**config.mk**
```make
export PLATFORM = sky130hd
export DESIGN_NAME = lsu
export DESIGN_NICKNAME = d
export VERILOG_FILES = /design/src/rtl/lsu_pkg.sv /design/src/rtl/lsu_timer.sv /design/src/rtl/lsu.sv
export SDC_FILE = /design/constraint.sdc
export NUM_CORES = 1
export LEC_CHECK = 0
export ABC_CLOCK_PERIOD_IN_PS = 1850
export CAP_MARGIN = 20
export CORE_ASPECT_RATIO = 1.2
export CORE_MARGIN = 2
export CORE_UTILIZATION = 41
export CTS_CLUSTER_DIAMETER = 150
export DETAILED_ROUTE_END_ITERATION = 12
export PLACE_DENSITY = 0.76
export REMOVE_ABC_BUFFERS = 1
export SLEW_MARGIN = 20
export SYNTH_ARGS = -nofsm -noshare
export SYNTH_HDL_FRONTEND = slang
export SYNTH_SLANG_ARGS = --single-unit
```
**constraint.sdc**
```tcl
create_clock -name clk -period 1.85 [get_ports clk]
set_clock_uncertainty 0.2 [all_clocks]
set_input_delay 0.37 -clock clk [delete_from_list [all_inputs] [get_ports clk]]
set_output_delay 0.37 -clock clk [all_outputs]
set_load 0.005 [all_outputs]
```
**src/rtl/lsu_pkg.sv**
```systemverilog
// lsu_pkg: shared widths and FSM state encoding for the load/store unit.
// Width constants are also used by the register file.
package lsu_pkg;

  localparam int BITS  = 8;
  localparam int RBITS = 3;
  localparam int ABITS = 8;

  typedef enum logic [1:0] {
    IDLE   = 2'd0,
    ACCESS = 2'd1,
    WB     = 2'd2
  } state_e;

endpackage

```
**src/rtl/lsu_timer.sv**
```systemverilog
// lsu_timer: bus wait counter for the load/store unit.
// tc flags the enabled cycle whose increment reaches TIMEOUT.
module lsu_timer #(
  parameter int TIMEOUT = 15,
  parameter int CW      = 8
) (
  input  logic          clk,
  input  logic          rst,
  input  logic          clr,
  input  logic          ld,
  input  logic [CW-1:0] ld_val,
  input  logic          en,
  output logic          tc
);

  logic [CW-1:0] cnt_q;
  logic [CW-1:0] cnt_d;

  assign tc = en && (cnt_q == CW'(TIMEOUT - 1));

  // next count: clear beats load beats increment
  always_comb begin
    cnt_d = cnt_q;
    if (clr) begin
      cnt_d = '0;
    end else if (ld) begin
      cnt_d = ld_val;
    end else if (en) begin
      cnt_d = cnt_q + 1'b1;
    end
  end

  // count register
  always_ff @(posedge clk) begin
    if (rst) begin
      cnt_q <= '0;
    end else begin
      cnt_q <= cnt_d;
    end
  end

endmodule

```
**src/rtl/lsu.sv**
```systemverilog
// lsu: load/store unit for the 8-bit core.
// One req/ack bus access at a time; loads write back via wb_*.
module lsu
  import lsu_pkg::*;
#(
  parameter int TIMEOUT = 15
) (
  input  logic             clk,
  input  logic             rst,
  input  logic             run,
  input  logic             start,
  input  logic             is_store,
  input  logic [BITS-1:0]  base,
  input  logic [BITS-1:0]  offset,
  input  logic [BITS-1:0]  store_data,
  input  logic [RBITS-1:0] dest,
  output logic             busy,
  output logic             done,
  output logic             fault,
  output logic             mem_req,
  output logic             mem_we,
  output logic [ABITS-1:0] mem_addr,
  output logic [BITS-1:0]  mem_wdata,
  input  logic             mem_ack,
  input  logic [BITS-1:0]  mem_rdata,
  output logic             wb_we,
  output logic [RBITS-1:0] wb_rd,
  output logic [BITS-1:0]  wb_din
);

  localparam int CW = 8;

  state_e           state_q, state_d;
  logic             busy_q, busy_d;
  logic             done_q, done_d;
  logic             fault_q, fault_d;
  logic             req_q, req_d;
  logic             we_q, we_d;
  logic [ABITS-1:0] addr_q, addr_d;
  logic [BITS-1:0]  wdata_q, wdata_d;
  logic             wb_we_q, wb_we_d;
  logic [RBITS-1:0] wb_rd_q, wb_rd_d;
  logic [BITS-1:0]  wb_din_q, wb_din_d;
  logic             st_q, st_d;
  logic [RBITS-1:0] dest_q, dest_d;

  logic [BITS-1:0]  sum;
  logic             tmr_clr;
  logic             tmr_en;
  logic             tmr_tc;

  // address wraps modulo 2^BITS, then zero-extends onto the bus
  assign sum    = base + offset;
  assign tmr_en = run && (state_q == ACCESS);

  lsu_timer #(
    .TIMEOUT (TIMEOUT),
    .CW      (CW)
  ) u_timer (
    .clk    (clk),
    .rst    (rst),
    .clr    (tmr_clr),
    .ld     (1'b0),
    .ld_val ('0),
    .en     (tmr_en),
    .tc     (tmr_tc)
  );

  // FSM next state and registered outputs; run low holds everything
  always_comb begin
    state_d  = state_q;
    busy_d   = busy_q;
    done_d   = done_q;
    fault_d  = fault_q;
    req_d    = req_q;
    we_d     = we_q;
    addr_d   = addr_q;
    wdata_d  = wdata_q;
    wb_we_d  = wb_we_q;
    wb_rd_d  = wb_rd_q;
    wb_din_d = wb_din_q;
    st_d     = st_q;
    dest_d   = dest_q;
    tmr_clr  = 1'b0;
    if (run) begin
      unique case (state_q)
        IDLE: begin
          done_d = 1'b0;
          if (start) begin
            addr_d  = ABITS'(sum);
            wdata_d = store_data;
            we_d    = is_store;
            st_d    = is_store;
            dest_d  = dest;
            req_d   = 1'b1;
            fault_d = 1'b0;
            tmr_clr = 1'b1;
            busy_d  = 1'b1;
            state_d = ACCESS;
          end
        end
        ACCESS: begin
          if (mem_ack) begin
            req_d  = 1'b0;
            we_d   = 1'b0;
            done_d = 1'b1;
            if (st_q) begin
              busy_d  = 1'b0;
              state_d = IDLE;
            end else begin
              wb_din_d = mem_rdata;
              wb_rd_d  = dest_q;
              wb_we_d  = |dest_q;
              state_d  = WB;
            end
          end else if (tmr_tc) begin
            req_d   = 1'b0;
            we_d    = 1'b0;
            fault_d = 1'b1;
            done_d  = 1'b1;
            busy_d  = 1'b0;
            state_d = IDLE;
          end
        end
        WB: begin
          wb_we_d = 1'b0;
          done_d  = 1'b0;
          busy_d  = 1'b0;
          state_d = IDLE;
        end
        default: begin
          busy_d  = 1'b0;
          state_d = IDLE;
        end
      endcase
    end
  end

  // state and output registers
  always_ff @(posedge clk) begin
    if (rst) begin
      state_q  <= IDLE;
      busy_q   <= 1'b0;
      done_q   <= 1'b0;
      fault_q  <= 1'b0;
      req_q    <= 1'b0;
      we_q     <= 1'b0;
      addr_q   <= '0;
      wdata_q  <= '0;
      wb_we_q  <= 1'b0;
      wb_rd_q  <= '0;
      wb_din_q <= '0;
      st_q     <= 1'b0;
      dest_q   <= '0;
    end else begin
      state_q  <= state_d;
      busy_q   <= busy_d;
      done_q   <= done_d;
      fault_q  <= fault_d;
      req_q    <= req_d;
      we_q     <= we_d;
      addr_q   <= addr_d;
      wdata_q  <= wdata_d;
      wb_we_q  <= wb_we_d;
      wb_rd_q  <= wb_rd_d;
      wb_din_q <= wb_din_d;
      st_q     <= st_d;
      dest_q   <= dest_d;
    end
  end

  assign busy      = busy_q;
  assign done      = done_q;
  assign fault     = fault_q;
  assign mem_req   = req_q;
  assign mem_we    = we_q;
  assign mem_addr  = addr_q;
  assign mem_wdata = wdata_q;
  assign wb_we     = wb_we_q;
  assign wb_rd     = wb_rd_q;
  assign wb_din    = wb_din_q;

endmodule

```
# Yosys cells after proc, flatten, opt, wreduce, memory -nomap -nowiden
# Cells that the tools add are included.
# totals
ff_bits	47
# classes
add_sub_neg	2
eq_ne	10
muxes	26
bitwise	1
n_reduce_logical	17
# op_table
op	count
$reduce_and 4->1	4
$mux 1	15
$pmux 1 s2	6
$ne 2x2->1 const B	5
$reduce_and 3->1	3
$add 8x1->8 const B	1
$add 8x8->8	1
$eq 8x4->1 const B	1
$mux 2	4
$ne 3x3->1 const B	2
$reduce_bool 2->1	3
$reduce_and 5->1	1
$pmux 2 s2	1
$reduce_or 2->1	2
$reduce_or 3->1	1
$eq 2x1->1 const B	1
$eq 2x2->1 const B	1
$logic_and 1x1->1	2
$logic_not 2->1	1
$not 1->1	1

# Depth between registers and ports, before layout
# Gate-level depths: netlist (run 1).
# depth
ltp_word	6
mapped_depth	7
ltp_nobuf	7

# Cells and area by module
# From an unflattened synthesis (run 1), not the netlist that was laid out.
# unflattened
hier_cells	263
hier_area_um2	2284.7
# modules_own_cells
mod	instances	cells_per_inst	area_per_inst_um2	seq_area_each_um2
lsu	1	204	1766.7	780.7
lsu_timer	1	59	518.0	160.2

# Worst setup path before layout (run 1)
# No wires, ideal clock.
# synth_path
kind	in2reg
startpoint	input port offset[1]
endpoint	register addr_q[5] (netlist: mem_addr[5])
setup_time_ns	0.079
t_arrival_ns	1.575
t_required_ns	1.571
path_slack_ns	-0.004
path_stages	5
path_cell_list	ha_1 a211oi_2 o21ai_0 a2111o_1 o211ai_1
# synth_between
elab_chain_cells	1
# synth_rtl
item	line	rtl
from (decl)	lsu.sv:14	input logic [BITS-1:0] offset,
$add 8x8->8	lsu.sv:53	assign sum = base + offset;
to (signal assigned)	lsu.sv:162	addr_q <= addr_d;
to (decl)	lsu.sv:39	logic [ABITS-1:0] addr_q, addr_d;
# Every way passes these cells.
# A chain may end at the register's enable or synchronous reset.

# Final worst setup path (run 1)
# layout_path
startpoint	input port base[2]
endpoint	register addr_q[7] (netlist: mem_addr[7])
# layout_between
elab_chain_cells	1
# layout_rtl
item	line	rtl
from (decl)	lsu.sv:13	input logic [BITS-1:0] base,
$add 8x8->8	lsu.sv:53	
# Every way passes these cells.

==> results of run 1 <==
==> power by group through the flow <==
stage                     Clock, mW  Combinational [mW]  Sequential (mW)
final                         0.752               0.495             1.08
after global routing          0.801               0.537             1.08
after CTS                     0.763               0.479             1.08
after detailed placement          0               0.432             1.10
after global placement            0               0.426             1.10
after floorplan                   0               0.155             1.10
==> worst max-delay path, cell delays in order <==
cell and delay (ns):
dlygate4sd2_1 0.26, ha_4 0.19, a211oi_4 0.30, o211ai_1 0.21
a2111oi_4 0.39, nor3_1 0.09
==> metal layers <==
| metal | share of wire, % | vias to the layer above | global-route usage [%] |
|---|---|---|---|
| met5 | 0 | - | 0 |
| met1 | 40 | 1014 | 21.4 |
| met3 | 7.4 | 13 | 6.43 |
| met4 | 1.7 | 0 | 5.59 |
| met2 | 51 | 78 | 36.8 |
| li1 | - | 1114 | - |
==> registers in the layout, indices dropped and copies added, names as in the netlist <==
name           cells
busy               1
dest_q             3
done               1
fault              1
mem_addr           8
mem_req            1
mem_wdata          8
mem_we             1
st_q               1
state_q            2
u_timer.cnt_q      8
wb_din             8
wb_rd              3
wb_we              1
==> final cells by class <==
| class | instances | area [um^2] |
|---|---|---|
| inverter | 5 | 18.8 |
| clock inverter | 3 | 43.8 |
| tap | 60 | 75.1 |
| clock buffer | 5 | 68.8 |
| multi-input combinational | 193 | 1240 |
| fill | 416 | 1590 |
| timing repair buffer | 112 | 1030 |
| sequential | 47 | 941 |
==> worst max-delay path by stage <==
stage | slack (ns) | to | depth (start not counted) | start
after CTS | 0.0006 | mem_addr[6]$_SDFFE_PP0P_ | 6 | offset[3]
after floorplan | -0.17 | mem_addr[5]$_SDFFE_PP0P_ | 3 | state_q[0]$_SDFFE_PP0P_
final | 0.02 | mem_addr[7]$_SDFFE_PP0P_ | 6 | base[2]
after global placement | -0.57 | mem_addr[5]$_SDFFE_PP0P_ | 6 | offset[1]
after detailed placement | -0.61 | mem_addr[7]$_SDFFE_PP0P_ | 6 | offset[1]
after global routing | -0.006 | mem_addr[7]$_SDFFE_PP0P_ | 6 | offset[2]
==> layout by cell type, fill, tap and decap left out, types with 5 or more instances in the layout <==
cell type / instances
clkbuf_8: 5
dlygate4sd2_1: 5
o21ai_0: 6
nor2b_1: 5
nor2_1: 15
dfxtp_1: 47
clkdlybuf4s50_1: 60
a21oi_1: 35
buf_4: 36
nor3_1: 7
nand2_1: 56
==> through the flow <==
step,setup WS [ns],utilization [%],power [mW],std cells,hold slack (ns)
6_report,0.0224,68.3,2.32,425,0.259
5_1_grt,-0.00630,68.3,2.42,425,0.272
4_1_cts,0.000639,67.7,2.32,424,0.261
3_5_place_dp,-0.610,63.2,1.53,413,0.250
3_3_place_gp,-0.568,63.2,1.52,413,0.239
2_1_floorplan,-0.169,-,1.25,245,0.231
==> cell families (layout without fill, tap and decap cells) <==
family | Yosys count | in the layout
XOR/XNOR | 6 | 6
AO/OA/AOI/OAI | 68 | 68
AND/OR/NAND/NOR | 109 | 109
flip-flops | 47 | 47
buffers and inverters | 20 | 125
adder cells (fa/ha/maj) | 10 | 10
==> synthesized netlist by cell type (all sizes together) (2+ instances only) <==
| cell | n | area share [%] |
|---|---|---|
| nand2 | 56 | 9.8 |
| dfxtp | 47 | 44 |
| a21oi | 35 | 8.1 |
| nor2 | 15 | 2.6 |
| buf | 9 | 2.2 |
| ha | 9 | 5.2 |
| o21ai | 8 | 1.9 |
| nor3 | 7 | 1.6 |
| clkbuf | 6 | 1.0 |
| nor2b | 6 | 1.7 |
| inv | 5 | 0.87 |
| a211oi | 4 | 1.6 |
| nand3b | 4 | 1.4 |
| xor2 | 4 | 1.6 |
| nand2b | 3 | 0.87 |
| nand4 | 3 | 0.87 |
| nor4 | 3 | 0.87 |
| o211ai | 3 | 1.0 |
| or3 | 3 | 0.87 |
| a2111oi | 2 | 0.87 |
| a21o | 2 | 0.70 |
| and2 | 2 | 0.58 |
| and3 | 2 | 0.58 |
| o311ai | 2 | 0.81 |
| o31a | 2 | 0.81 |
| xnor2 | 2 | 0.81 |
==> what timing repair did <==
action	in CTS	in global routing
endpoints found under the setup margin	6	12
pin swaps	15	9
gates resized for setup	29	15
buffers inserted	3	1
==> run metrics, run 1 <==
status complete, no violations; Netlist cell types 47; Final TNS setup 0 ns; Post-synth EDFFs 0; worst vdd ir about 0.37 mV; Sink Count 47; r2r endpoint u_timer.cnt_q[1]$_SDFFE_PP0P_; worst r2r src state_q[0]$_SDFFE_PP0P_; Seq/Total Area, Yosys 43.6%; Worst Path Arrival 1.81 ns; WHS Endpoint mem_addr[0]$_SDFFE_PP0P_; Worst setup EP type flip-flop; Least-Margin Pin Slew 0.504 ns; Required @ worst endpoint 1.83 ns; WL final 5.94 mm; mux cell area share after synthesis 0%; antenna violations before repair 0; post-route clock period utilization 98.8%; Compound-Gate Fraction of Synth Area 20.1%; Async SR Flop Fraction 0%; Gate power share 21.3%; Final Wtd Congestion 0.840; min Tclk post-route 1.83 ns; root buf cell clkbuf_8; io pins 74; GRT Total Usage 19.9%; DRT iter0 DRCs 95; switching share of total power 25.1%; largest net degree at the start of global routing 16; die area 5860 um^2; Min-Delay Path Depth 4; Flop pwr share between 40 and 50%; final net count 415; Slew Viols, Final 0; Area growth, synth to finish 58.6%; wire per inst 14.0 um; remaining global-route overflow 0; setup violators final 0; hold_sp base[0]; Max Fclk 547 MHz; DRT Pass-1 Iters 4; Final Hold Fails 0; Die Y 83.4 um; dpl hpwl slightly above 4 mm; maxcap violations 0; CTS tree yes; Synth Area in Simple Gates 23.6%; number of global-route vias before repair 2211; core box area 5010 um^2; YS warnings 0; Adder-Cell Fraction of Synth Area 6.15%; dpl cell area 3170 um^2; critical path class input port to flip-flop; largest family of logic cells by synthesized area simple AND/OR/NAND/NOR gates; hold_buf cts 0; NetSw 583 uW; Reg2Reg Depth 4; FP Rows 28; Post-Syn Area between 2000 and 2500 um^2; ys flop type dfxtp_1; worst slew margin relative to its limit 66.1%; first-pass GRT wire length 9.60 mm; post-route cell area 3420 um^2; vias per cell between 5 and 6; via count 2219; Die X 70.2 um; Final ANT Viol Nets 0; clk slew on worst S/H paths around 0.090 ns; Reg2Reg Setup Slack 0.14 ns; Syn Inst Count 260; DRC errors left 0; syn avg cell area around 8.3 um^2; Startpoint Class input port; PD cells 680 nW/um^2; crit-path max FO 4; #FFs+latches synth 47; Clk Latency, worst-skew pair 0.30 ns; clock power share 32.4%; CTS Buf Count 5; H-tree depth 2; Starting Density between 40% and 50%; worst hold path type input port to flip-flop; PortBufs 73; Leak roughly 1.3 nW; XOR/XNOR Fraction of Synth Area about 2.4%; ANT cells 0; share of layout cells above drive strength 1 18.4%; clock tree buffer depth 2; Internal Power 1.74 mW
(Power assumes the default switching activity.)
==> inputs of run 2 (changes only) <==
==> constraint.sdc (replaced) <==
create_clock -name clk -period 1.85 [get_ports clk]
set_clock_uncertainty 0.2 [all_clocks]
set_input_delay 0.185 -clock clk [delete_from_list [all_inputs] [get_ports clk]]
set_output_delay 0.185 -clock clk [all_outputs]
set_load 0.005 [all_outputs]
==> run 2 against run 1 <==
  * Via count fell by 2.5%
  * Clock-buffer cell count unchanged
  * Combinational power down 9.9%
  * Design area fell by 3.1%
  * Worst setup slack better by 0.060 ns
  * Maximum frequency rose by 3.4%
  * Wire length decreased by 10%
  * Critical path type unchanged
  * Clock power is 3.1% higher
  * Largest cell class unchanged
  * Global-route usage decreased by 2.1 points
==> run metrics, run 2 (synthesized netlist as in run 1, its figures left out) <==
DRT Pass-1 Iters 4 (unchanged); CTS tree yes; first-pass GRT wire length 8.70 mm (-9.3%); DRT iter0 DRCs 75 (-21%); Final Hold Fails 0 (unchanged); met1 global-route usage 21.0% (-0.37 points); CTS Buf Count 5 (unchanged); io pins 74 (unchanged); core box area 5010 um^2 (unchanged); setup violators final 0 (unchanged); Slew Viols, Final 0 (unchanged); vias per cell 5.18 (-0.85%); worst slew margin relative to its limit 77.2% (+11 points); GRT Total Usage 17.8% (-2.1 points); share of layout cells above drive strength 1 14.0% (-4.4 points); hold_buf cts 0 (unchanged); root buf cell clkbuf_8; Least-Margin Pin Slew 0.341 ns (-0.162 ns); Leak 1.26 nW (-4.6%); worst hold margin 0.212 ns (-0.0465 ns); final net count 408 (-1.7%); maxcap violations 0 (unchanged); post-layout util 66.1% (-2.1 points); via count 2164 (-2.5%); remaining global-route overflow 0 (unchanged); PortBufs 73 (unchanged); Area growth, synth to finish 53.7%; Worst setup EP type flip-flop; commonest non-fill, non-tap cell in the layout clkdlybuf4s50_1; H-tree depth 2 (unchanged); Startpoint Class input port; clk slew on worst S/H paths 0.09 ns (about the same); Post-CTS Setup Inserts 0 (-3); WL final 5.34 mm (-10%); global-route track usage on met2 30.6% (-6.2 points); largest net degree at the start of global routing 17 (+1); Required @ worst endpoint 1.87 ns (+0.04 ns); min Tclk post-route 1.77 ns (-0.0603 ns); Final ANT Viol Nets 0 (unchanged); Clk Latency, worst-skew pair 0.30 ns (about the same); Starting Density 43.0% (unchanged); Inst Count DP 410 (-0.73%); Die X 70.2 um (unchanged); Worst Path Arrival 1.79 ns (-0.02 ns); met3 usage 6.55% (+0.12 points); ANT cells 0 (unchanged); clock tree buffer depth 2 (unchanged); status complete, no violations; Max Fclk 566 MHz (+3.4%); worst hold path type input port to flip-flop; critical path class input port to flip-flop; dpl hpwl 4.03 mm (-2.2%); crit-path max FO 3 (-1); Final Wtd Congestion 0.854 (+1.6%); Most Crowded Layer GR met2; Die Y 83.4 um (unchanged); post-route clock period utilization 95.5% (-3.3 points); DRC errors left 0 (unchanged); FP Rows 28 (unchanged); Sink Count 47 (unchanged); PD cells 693 nW/um^2 (+2.0%); die area 5860 um^2 (unchanged); commonest non-fill, non-tap cells in the layout clkdlybuf4s50_1 (68), nand2_1 (56), dfxtp_1 (47); number of global-route vias before repair 2024 (-8.5%); Post-Layout Cell Count 418 (-1.6%); wire per inst 12.8 um (-8.5%); antenna violations before repair 0 (unchanged); Final TNS setup 0 ns (unchanged); RSZ-0062 raised after global routing no; worst vdd ir 0.442 mV (+19%)
## run 2: cell count changes in the layout (fill, tap and decap cells not counted), sizes merged
cell	before	now
inv	5	6
clkinvlp	0	1
clkinv	2	0
buf	39	32
dlygate4sd2	5	2
dlymetal6s2s	4	3
clkdlybuf4s50	60	68
clkbuf	9	5
## run 2: layout make-up
type                       instances  area (um^2)
inverter                           5         18.8
sequential                        47          941
multi-input combinational        193         1170
tap                               60         75.1
timing repair buffer             105          988
clock inverter                     3         46.3
fill                             447         1700
clock buffer                       5         68.8
## run 2: power by group
group | total, mW | internal (mW) | switching, mW
Clock | 0.775 | 0.407 | 0.368
Sequential | 1.08 | 1.05 | 0.0254
Combinational | 0.446 | 0.262 | 0.184
Total | 2.30 | 1.72 | 0.577
## run 2: worst max-delay path, cell delays in order
cell	delay, ns
clkdlybuf4s50_1	0.50
ha_4	0.21
nor2b_2	0.16
o31a_1	0.28
o31a_1	0.29
o211ai_1	0.16
## run 2: worst paths after layout
kind                         endpoint  depth (start not counted)  slack [ns]               startpoint
min reg2reg    wb_din[3]$_SDFFE_PP0P_                          2        0.26   wb_din[3]$_SDFFE_PP0P_
max          mem_addr[6]$_SDFFE_PP0P_                          6        0.08                  base[2]
max reg2reg  mem_addr[3]$_SDFFE_PP0P_                          4        0.22  state_q[0]$_SDFFE_PP0P_
min          mem_addr[1]$_SDFFE_PP0P_                          4        0.21                  base[1]
## run 2: metrics by stage
| step | worst slack, ns | instance area, um^2 | total power [mW] |
|---|---|---|---|
| final | 0.0828 | 3310 | 2.30 |
| after global routing | 0.0251 | 3310 | 2.39 |
| after CTS | -0.00566 | 3280 | 2.29 |
| after detailed placement | -0.431 | 3140 | 1.52 |
| after global placement | -0.394 | 3140 | 1.52 |
| after floorplan | -0.169 | 2090 | 1.25 |
## run 2: routing by layer
| layer | up-vias | wire length [um] |
|---|---|---|
| li1 | 1097 | - |
| met1 | 983 | 2230 |
| met2 | 73 | 2620 |
| met3 | 11 | 433 |
| met4 | 0 | 65 |
| met5 | - | 0 |
## run 2: repair_timing
item                                    in CTS  in global routing
gates resized for setup                     11                  6
pin swaps                                    6                  3
endpoints found under the setup margin       4                  5
==> inputs of run 3 (changes only) <==
--- a/config.mk
+++ b/config.mk
@@ -10,10 +10,9 @@
 export CORE_ASPECT_RATIO = 1.2
 export CORE_MARGIN = 2
 export CORE_UTILIZATION = 41
-export CTS_CLUSTER_DIAMETER = 150
+export CTS_CLUSTER_DIAMETER = 40
 export DETAILED_ROUTE_END_ITERATION = 12
 export PLACE_DENSITY = 0.76
-export REMOVE_ABC_BUFFERS = 1
 export SLEW_MARGIN = 20
 export SYNTH_ARGS = -nofsm -noshare
 export SYNTH_HDL_FRONTEND = slang
==> run 3 against run 2 <==
  * Worst setup slack got worse by 0.0092 ns
  * Critical path depth unchanged
  * First-iteration DRC count is 9.3% lower
  * Total power is 8.1% lower
  * Highest routed layer unchanged
  * Non-clock buffer count is 5 lower
  * Sequential power about the same
  * Die area unchanged
  * Register-to-register slack worse by 0.10 ns
==> run metrics, run 3 (synthesized netlist as in run 1, its figures left out) <==
CP max-delay cell clkdlybuf4s50_1; io pins 74 (unchanged); antenna violations before repair 0 (unchanged); GRT Total Usage 18.4% (+0.63 points); area of the multi-input gates 1200 um^2 (+1.8%); Die Y 83.4 um (unchanged); Final ANT Viol Nets 0 (unchanged); die area 5860 um^2 (unchanged); Final WS setup 0.0736 ns (-0.00918 ns); post-synthesis net count 311; CP bufs+invs 1 (unchanged); Least-Margin Pin Slew 0.456 ns (+0.115 ns); Area growth, synth to finish 51.4%; FP Rows 28 (unchanged); DRT iter0 DRCs 68 (-9.3%); worst hold path type input port to flip-flop; dpl hpwl 4.01 mm (-0.37%); family with the most delay on the worst path compound AO/OA/AOI/OAI gates; ANT cells 0 (unchanged); CTS Buf Count 5 (unchanged); critical path class input port to flip-flop; crit-path max FO 3 (unchanged); largest net degree at the start of global routing 26 (+9); Final Wtd Congestion 0.796 (-6.8%); final net count 403 (-1.2%); hold_buf cts 0 (unchanged); WL final 5.35 mm (about the same); post-route clock period utilization 96.0% (+0.50 points); wire per inst 12.9 um (+1.2%); Filler Cells Inserted 452 (+1.1%); PD cells 646 nW/um^2 (-6.8%); min Tclk post-route 1.78 ns (+0.00918 ns); Max Fclk 563 MHz (-0.52%); maxcap violations 0 (unchanged); first-pass GRT wire length 8.99 mm (+3.3%); PortBufs 73 (unchanged); crit path cell chain clkdlybuf4s50_1 > ha_4 > nor2b_4 > o31a_1 > o31a_1 > o211ai_1; Leak 1.22 nW (-3.1%); clk slew on worst S/H paths 0.08 ns (about the same); worst vdd ir 0.326 mV (-26%); Slew Viols, Final 0 (unchanged); Required @ worst endpoint 1.87 ns (about the same); worst slew margin relative to its limit 69.3% (-7.9 points); Starting Density 43.0% (unchanged); commonest non-fill, non-tap cells in the layout clkdlybuf4s50_1 (69), nand2_1 (56), dfxtp_1 (47); share of layout cells above drive strength 1 13.0% (-0.94 points); most frequent cell on the critical path o31a_1; Min-Delay Path Depth 4 (unchanged); Reg2Reg Depth 6 (+2); RSZ-0062 raised after global routing no; core box area 5010 um^2 (unchanged); sequential cell area 941 um^2 (unchanged); Final Total Pwr 2.11 mW (-8.1%); worst hold margin 0.212 ns (-0.0000280 ns); crit-path max cell delay 0.50 ns (about the same); status complete, no violations; CP Depth 6 (unchanged); Worst setup EP type flip-flop; Worst Path Arrival 1.79 ns (about the same); Inst Count DP 402 (-2.0%); Final Hold Fails 0 (unchanged); number of global-route vias before repair 2040 (+0.79%); worst slack at placement -0.419 ns (+0.0118 ns); remaining global-route overflow 0 (unchanged); root buf cell clkbuf_8; Post-Layout Cell Count 413 (-1.2%); H-tree depth 2 (unchanged); Sink Count 47 (unchanged); Startpoint Class input port; commonest non-fill, non-tap cell in the layout clkdlybuf4s50_1; Clk Latency, worst-skew pair 0.29 ns (about the same); clock tree buffer depth 2 (unchanged); DRC errors left 0 (unchanged); CTS tree yes; Die X 70.2 um (unchanged); via count 2182 (+0.83%); setup violators final 0 (unchanged); vias per cell 5.28 (+2.1%); DRT Pass-1 Iters 4 (unchanged)
[run 3: through the flow]
stage	instance area, um^2	setup TNS (ns)	utilization [%]
global route	3260	0	65.2
CTS	3240	-0.0119	64.6
floorplan	2160	0	-
finish	3260	0	65.2
global placement	3080	-2.16	61.6
detailed placement	3080	-3.14	61.6
[run 3: layout make-up]
type,count,area share (%)
clock buffer,6,2.22
timing repair buffer,100,29.1
sequential,47,28.8
multi-input combinational,193,36.6
tap,60,2.30
clock inverter,2,0.383
inverter,5,0.575
[run 3: worst min-delay path, stage by stage]
cell and delay (ns):
dlymetal6s2s_1 0.15, inv_1 0.08, fa_2 0.19, a211oi_1 0.06
[run 3: repair_timing]
action / in CTS / in global routing
pin swaps: 9 / 2
resized for setup: 14 / 6
buffers inserted: 3 / 0
hold endpoints to repair: 0 / 0
endpoints found under the setup margin: 4 / 6
[run 3: layer usage]
layer	global-route usage (%)	routed length (um)
met5	0	0
met4	6.47	104
met3	4.98	349
met2	33.0	2740
met1	20.8	2150
[run 3: path summary, 6_finish.rpt]
check	from	endpoint	slack, ns
hold reg to reg	wb_din[3]$_SDFFE_PP0P_	wb_din[3]$_SDFFE_PP0P_	0.25
setup reg to reg	u_timer.cnt_q[0]$_SDFFE_PP0P_	mem_we$_SDFFE_PP0P_	0.12
hold / removal	base[1]	mem_addr[1]$_SDFFE_PP0P_	0.21
setup / recovery	base[2]	mem_addr[6]$_SDFFE_PP0P_	0.07
[run 3: where the power goes]
| part | internal, mW | switching, mW | leakage [nW] |
|---|---|---|---|
| sequential | 1.05 | 0.0252 | 0.382 |
| clock | 0.264 | 0.324 | 0.0412 |
| combinational | 0.261 | 0.186 | 0.793 |
